===== config.mk =====
export PLATFORM = sky130hd
export DESIGN_NAME = freq_note_decoder
export DESIGN_NICKNAME = d
export VERILOG_FILES = /design/src/rtl/freq_note_decoder.sv
export SDC_FILE = /design/constraint.sdc
export NUM_CORES = 1
export LEC_CHECK = 0
export CORE_UTILIZATION = 45
export CTS_CLUSTER_SIZE = 16
export DETAILED_ROUTE_END_ITERATION = 12
export PLACE_DENSITY = 0.67
export SLEW_MARGIN = 20
export SYNTH_ARGS = -nofsm -noshare
export SYNTH_HDL_FRONTEND = slang
export SYNTH_SLANG_ARGS = --single-unit

===== constraint.sdc =====
create_clock -name CLK -period 5.1 [get_ports CLK]
set_clock_uncertainty 0.05 [all_clocks]
set_input_delay 1.02 -clock CLK [delete_from_list [all_inputs] [get_ports CLK]]
set_output_delay 1.02 -clock CLK [all_outputs]
set_load 0.03 [all_outputs]

===== src/rtl/freq_note_decoder.sv =====
// Purpose : measure the period of an external tone and report a debounced scale note C4..C5.
// Latency : PERIOD valid 1 CLK after the synchronised rise; NOTE/VALID/NOTE_CHG 2 CLK after it.
// Backpr. : none; FREQ_IN is free-running and every output is a plain registered level/pulse.
//
// Ports:
//   CLK       in   system clock (nominal 100 MHz)
//   RESET_N   in   asynchronous active-low reset, clears all state
//   FREQ_IN   in   tone square wave, asynchronous to CLK
//   NOTE      out  C4=0,D=1,E=2,F=3,G=4,A=5,B=6,C5=7, 4'hF when no note
//   VALID     out  high while NOTE holds a recognised note
//   NOTE_CHG  out  one-cycle pulse whenever NOTE or VALID changes
//   PERIOD    out  last measured period in CLK cycles
module freq_note_decoder #(
  parameter int PERIOD_W   = 20,
  parameter int TIMEOUT    = 800000,
  parameter int TOL        = 5000,
  parameter int STABLE_CNT = 2,
  parameter int P_C4       = 382219,
  parameter int P_D        = 340530,
  parameter int P_E        = 303370,
  parameter int P_F        = 286344,
  parameter int P_G        = 255102,
  parameter int P_A        = 227273,
  parameter int P_B        = 202478,
  parameter int P_C5       = 191113
) (
  input  logic                CLK,
  input  logic                RESET_N,
  input  logic                FREQ_IN,
  output logic [3:0]          NOTE,
  output logic                VALID,
  output logic                NOTE_CHG,
  output logic [PERIOD_W-1:0] PERIOD
);

  localparam logic [3:0]          NO_NOTE   = 4'hF;
  localparam int                  MW        = $clog2(STABLE_CNT + 1);
  localparam logic [MW-1:0]       MATCH_MAX = MW'(STABLE_CNT);
  localparam logic [MW-1:0]       MATCH_ONE = MW'(1);
  localparam logic [PERIOD_W-1:0] TO_CNT    = PERIOD_W'(TIMEOUT);
  localparam logic [PERIOD_W:0]   TOL_W     = (PERIOD_W + 1)'(TOL);

  typedef enum logic {IDLE, MEASURE} state_t;

  state_t              state;
  logic                sync_1, sync_2, sync_prev;
  logic                rise;
  logic [PERIOD_W-1:0] counter;
  logic [3:0]          cand;
  logic [MW-1:0]       match;
  logic                to_pend;
  logic [3:0]          cls_code;
  logic [PERIOD_W:0]   cnt_x, nom_x, diff_x;

  // Two-flop synchroniser plus an edge register for rise detection.
  always_ff @(posedge CLK or negedge RESET_N) begin
    if (!RESET_N) begin
      sync_1    <= 1'b0;
      sync_2    <= 1'b0;
      sync_prev <= 1'b0;
    end else begin
      sync_1    <= FREQ_IN;
      sync_2    <= sync_1;
      sync_prev <= sync_2;
    end
  end

  assign rise = sync_2 & ~sync_prev;

  function automatic logic [PERIOD_W-1:0] nominal(input int k);
    case (k)
      0:       return PERIOD_W'(P_C4);
      1:       return PERIOD_W'(P_D);
      2:       return PERIOD_W'(P_E);
      3:       return PERIOD_W'(P_F);
      4:       return PERIOD_W'(P_G);
      5:       return PERIOD_W'(P_A);
      6:       return PERIOD_W'(P_B);
      default: return PERIOD_W'(P_C5);
    endcase
  endfunction

  // Window classification of the running count. Scanning downwards lets the
  // lowest code win should overlapping windows ever be configured.
  always_comb begin
    cls_code = NO_NOTE;
    cnt_x    = {1'b0, counter};
    nom_x    = '0;
    diff_x   = '0;
    for (int k = 7; k >= 0; k--) begin
      nom_x  = {1'b0, nominal(k)};
      diff_x = (cnt_x >= nom_x) ? (cnt_x - nom_x) : (nom_x - cnt_x);
      if (diff_x <= TOL_W) cls_code = 4'(k);
    end
  end

  always_ff @(posedge CLK or negedge RESET_N) begin
    if (!RESET_N) begin
      state    <= IDLE;
      counter  <= '0;
      PERIOD   <= '0;
      cand     <= NO_NOTE;
      match    <= '0;
      to_pend  <= 1'b0;
      NOTE     <= NO_NOTE;
      VALID    <= 1'b0;
      NOTE_CHG <= 1'b0;
    end else begin
      NOTE_CHG <= 1'b0;

      case (state)
        IDLE: begin
          counter <= '0;
          // First edge only starts timing; there is no period to classify yet.
          if (rise) begin
            state   <= MEASURE;
            counter <= PERIOD_W'(1);
          end
        end
        MEASURE: begin
          // A rise on the timeout cycle is checked first so it wins.
          if (rise) begin
            PERIOD  <= counter;
            counter <= PERIOD_W'(1);
            if (cls_code == cand) begin
              if (match != MATCH_MAX) match <= match + MATCH_ONE;
            end else begin
              cand  <= cls_code;
              match <= MATCH_ONE;
            end
          end else if (counter == TO_CNT) begin
            state   <= IDLE;
            counter <= '0;
            cand    <= NO_NOTE;
            match   <= '0;
            to_pend <= 1'b1;
          end else begin
            counter <= counter + PERIOD_W'(1);
          end
        end
        default: state <= IDLE;
      endcase

      // Output stage works on the registered candidate, one cycle behind the
      // classification. The !NOTE_CHG term keeps pulses at least one cycle apart.
      if (to_pend) begin
        to_pend <= 1'b0;
        if (VALID) begin
          NOTE     <= NO_NOTE;
          VALID    <= 1'b0;
          NOTE_CHG <= 1'b1;
        end
      end else if (match == MATCH_MAX && !NOTE_CHG &&
                   (cand != NOTE || (cand != NO_NOTE) != VALID)) begin
        NOTE     <= cand;
        VALID    <= (cand != NO_NOTE);
        NOTE_CHG <= 1'b1;
      end
    end
  end

endmodule


==> flow_summary_export.csv <==
group,metric,value,unit
synthesis,synth-edff-count,0,
power,cellPowerDensity,239,nW/um^2
global_route,grt_pass1_wl,65100,um
detailed_routing,drtAntennaViolNets,0,
sta,fmax,200,MHz
clock_network,cts-htree-levels,3,
synthesis,synth_seq_cells,57,
detailed_routing,via_per_inst,6.93,
synthesis,syn_area,9320,sq um
clock_network,cts_setup_buffers,0,
die,num_rows,52,
synthesis,synth-warning-count,0,
die,die_h,146,um
sta,hold_violations,0,
sta,holdWs,0.321,ns
status,outcome,"finished, final reports clean",
synthesis,synthCells,1347,
worst_setup_path,rrSetupSlack,0.10,ns
sta,rsz0062_at_grt,"false",
synthesis,async_flop_share,1.00,
detailed_routing,drt_pre_antenna_iters,7,
die,die_w,146,um
sta,timing.final.crit_period,5.00,ns
die,ios,29,
worst_setup_path,criticalPathCategory,"reg -> reg",
cells_and_area,stdcell_area,10700,sq um
cells_and_area,nNetsFinal,1409,
cells_and_area,drive_above_1_share,0.142,
synthesis,synthDistinctLibCells,100,
synthesis,postSynthAreaPerCell,6.92,sq um
clock_network,clk_latency,0.35,ns
worst_setup_path,crit_arrival,5.17,ns
synthesis,syn_nets,1371,
sta,tns,0,ns
place,placed_cells,1644,
min_path,hold_depth,0,
synthesis,yosysSeqAreaShare,0.154,
place,place_congestion,1.07,
detailed_routing,drt_wl_total,42700,um
worst_setup_path,worst_setup_path_start_kind,"flop",
worst_setup_path,r2r_end,"match[0]",
cells_and_area,antenna_cells,0,
place,dp_hpwl,31900,um
min_path,worst_hold_startpoint,"sync_1",
worst_setup_path,worst-path-max-fanout,10,
place,placed_cell_area,10400,sq um
die,initial_utilization,0.459,
power,leakage,0.00411,uW
synthesis,ys.flop_type,"dfrtp_1",
clock_network,cts_root_buf,"clkbuf_16",
worst_setup_path,crit_required,5.27,ns
die,die_area,21300,sq um
min_path,hold_end,"sync_2",
power,ir_worst_vdd,351,uV
detailed_routing,drc,0,
min_path,hold_path.class,"reg -> reg",
worst_setup_path,r2r_start,"counter[2]",
detailed_routing,first_iter_violations,1588,
global_route,grt_use_total,0.399,
die,core,20300,sq um
cells_and_area,nFillCells,2056,
cells_and_area,post-route-util,0.528,
clock_network,numClockSinks,57,
worst_setup_path,crit_path_end_kind,"flop",
global_route,antenna_found_initial,2,
sta,slew_viol_final,0,
cells_and_area,stdcell_count,1660,
global_route,grt_pass1_vias,10600,
sta,maxSlewHeadroom,0.475,
sta,tightest_slew,0.788,ns
cells_and_area,area_delta_synth_final,14.9,%
flow_run,drv_cap,0,
global_route,grt_max_degree,58,
sta,period_share,0.980,
clock_network,numCtsBuffers,9,
place,portBuffers,28,
detailed_routing,vias,11500,
detailed_routing,wire_per_inst,25.7,um
clock_network,cts.clk_slew.worst_paths,0.06,ns
sta,setup_viol,0,
global_route,overflow,0,
clock_network,cts_tree,"yes",
worst_setup_path,rr_worst_depth,17,
clock_network,clockBufferDepth,2,
[layout by cell type (no fill, tap or decap), types with 10 or more instances in the layout]
master | netlist | layout
and3_1 | 16 | 15
nand4_1 | 25 | 25
nor2_1 | 128 | 127
a31oi_1 | 29 | 29
nand2_1 | 140 | 140
xor2_1 | 17 | 17
nor2b_1 | 18 | 18
a211oi_1 | 19 | 19
nand2b_1 | 22 | 22
mux2i_1 | 39 | 39
dfrtp_1 | 49 | 48
nand3_1 | 47 | 46
nor3_1 | 43 | 43
o31ai_1 | 18 | 18
inv_1 | 24 | 24
and2_1 | 10 | 10
a21oi_1 | 95 | 95
ha_1 | 21 | 20
buf_4 | 0 | 109
xnor2_1 | 75 | 75
or3_1 | 15 | 15
o21ai_0 | 105 | 105
o211ai_1 | 17 | 17
clkdlybuf4s50_1 | 0 | 27
nor4_1 | 15 | 14
a21o_1 | 14 | 14
[cells by family (layout without fill, tap and decap cells)]
family | count (synthesis) | in the layout | share of synthesized area
multiplexers | 47 | 47 | 0.0527
buffers and inverters | 145 | 188 | 0.0641
AO/OA/AOI/OAI | 448 | 448 | 0.322
XOR/XNOR | 93 | 93 | 0.0882
flip-flops | 57 | 57 | 0.154
adder cells (fa/ha/maj) | 21 | 21 | 0.0282
AND/OR/NAND/NOR | 536 | 536 | 0.291
[routing by layer]
| metal | wire length, um | vias up | global-route usage |
|---|---|---|---|
| met5 | 30 | - | 0 |
| li1 | - | 5092 | - |
| met4 | 2510 | 4 | 0.219 |
| met1 | 17100 | 5345 | 0.540 |
| met3 | 5690 | 181 | 0.114 |
| met2 | 17400 | 886 | 0.568 |
[report_power, final]
part	total, uW	switching [uW]	internal, uW
clock network	691	238	452
registers	566	49.0	517
logic	1300	835	468
total	2560	1120	1440
[what timing repair did]
action / CTS / global route
hold buffers: 0 / 0
gates resized for setup: 1 / 7
setup endpoints to repair: 1 / 3
[worst max-delay path, cell delays in order, from the launching register on]
cell and delay, ns:
dfrtp_1 0.37, inv_1 0.21, ha_2 0.32, nand4bb_4 0.13, or4_4 0.56, o211ai_2 0.22, buf_4 0.21, a2111oi_0 0.10
a21oi_2 0.17, xor2_1 0.07, or4_1 0.54, nor4_2 0.62, buf_4 0.23, nor3_1 0.04, and2_1 0.18, xor2_1 0.18
or4b_1 0.53, o311a_1 0.14
[through the flow]
stage                     total power [uW]  worst slack, ns
final                                 2560            0.104
after detailed placement              1820          -0.0381
after global placement                1820          0.00600
after global routing                  2660          0.00471
after floorplan                       1370            0.230
after CTS                             2510            0.153
[cell usage after synthesis (21+ instances only)]
library cell  number  area, sq um
dfrtp_1           49         1230
nand3_1           47          235
clkbuf_1          73          274
nor3_1            43          215
ha_1              21          263
xnor2_1           75          657
nand2b_1          22          138
inv_1             24         90.1
o21ai_0          105          526
a31oi_1           29          181
nor2_1           128          480
nand4_1           25          156
mux2i_1           39          390
a21oi_1           95          475
nand2_1          140          526
[layout make-up]
type	count	area, sq um	share of cell area
Multi-Input combinational cell	1145	7320	0.683
Sequential cell	57	1440	0.134
Timing Repair Buffer	141	1170	0.110
Tap cell	270	338	0.0315
Clock buffer	11	253	0.0236
Inverter	31	116	0.0109
Clock inverter	5	77.6	0.00724
[how the worst max path moves through the flow]
stage | slack, ns | end | depth (start not counted) | start
finish | 0.10 | match[0] | 17 | counter[2]
global route | 0.005 | match[0] | 15 | counter[2]
CTS | 0.15 | match[0] | 15 | counter[2]
detailed placement | -0.04 | match[0] | 16 | counter[2]
global placement | 0.006 | match[0] | 16 | counter[2]
floorplan | 0.23 | match[0] | 18 | counter[4]
[flip-flops by register name, summed over array words and instances (netlist names), 2 cells and up]
| name | cells |
|---|---|
| PERIOD | 20 |
| counter | 20 |
| NOTE | 4 |
| cand | 4 |
| match | 2 |
Note: power is estimated with default switching activity, not from simulation.
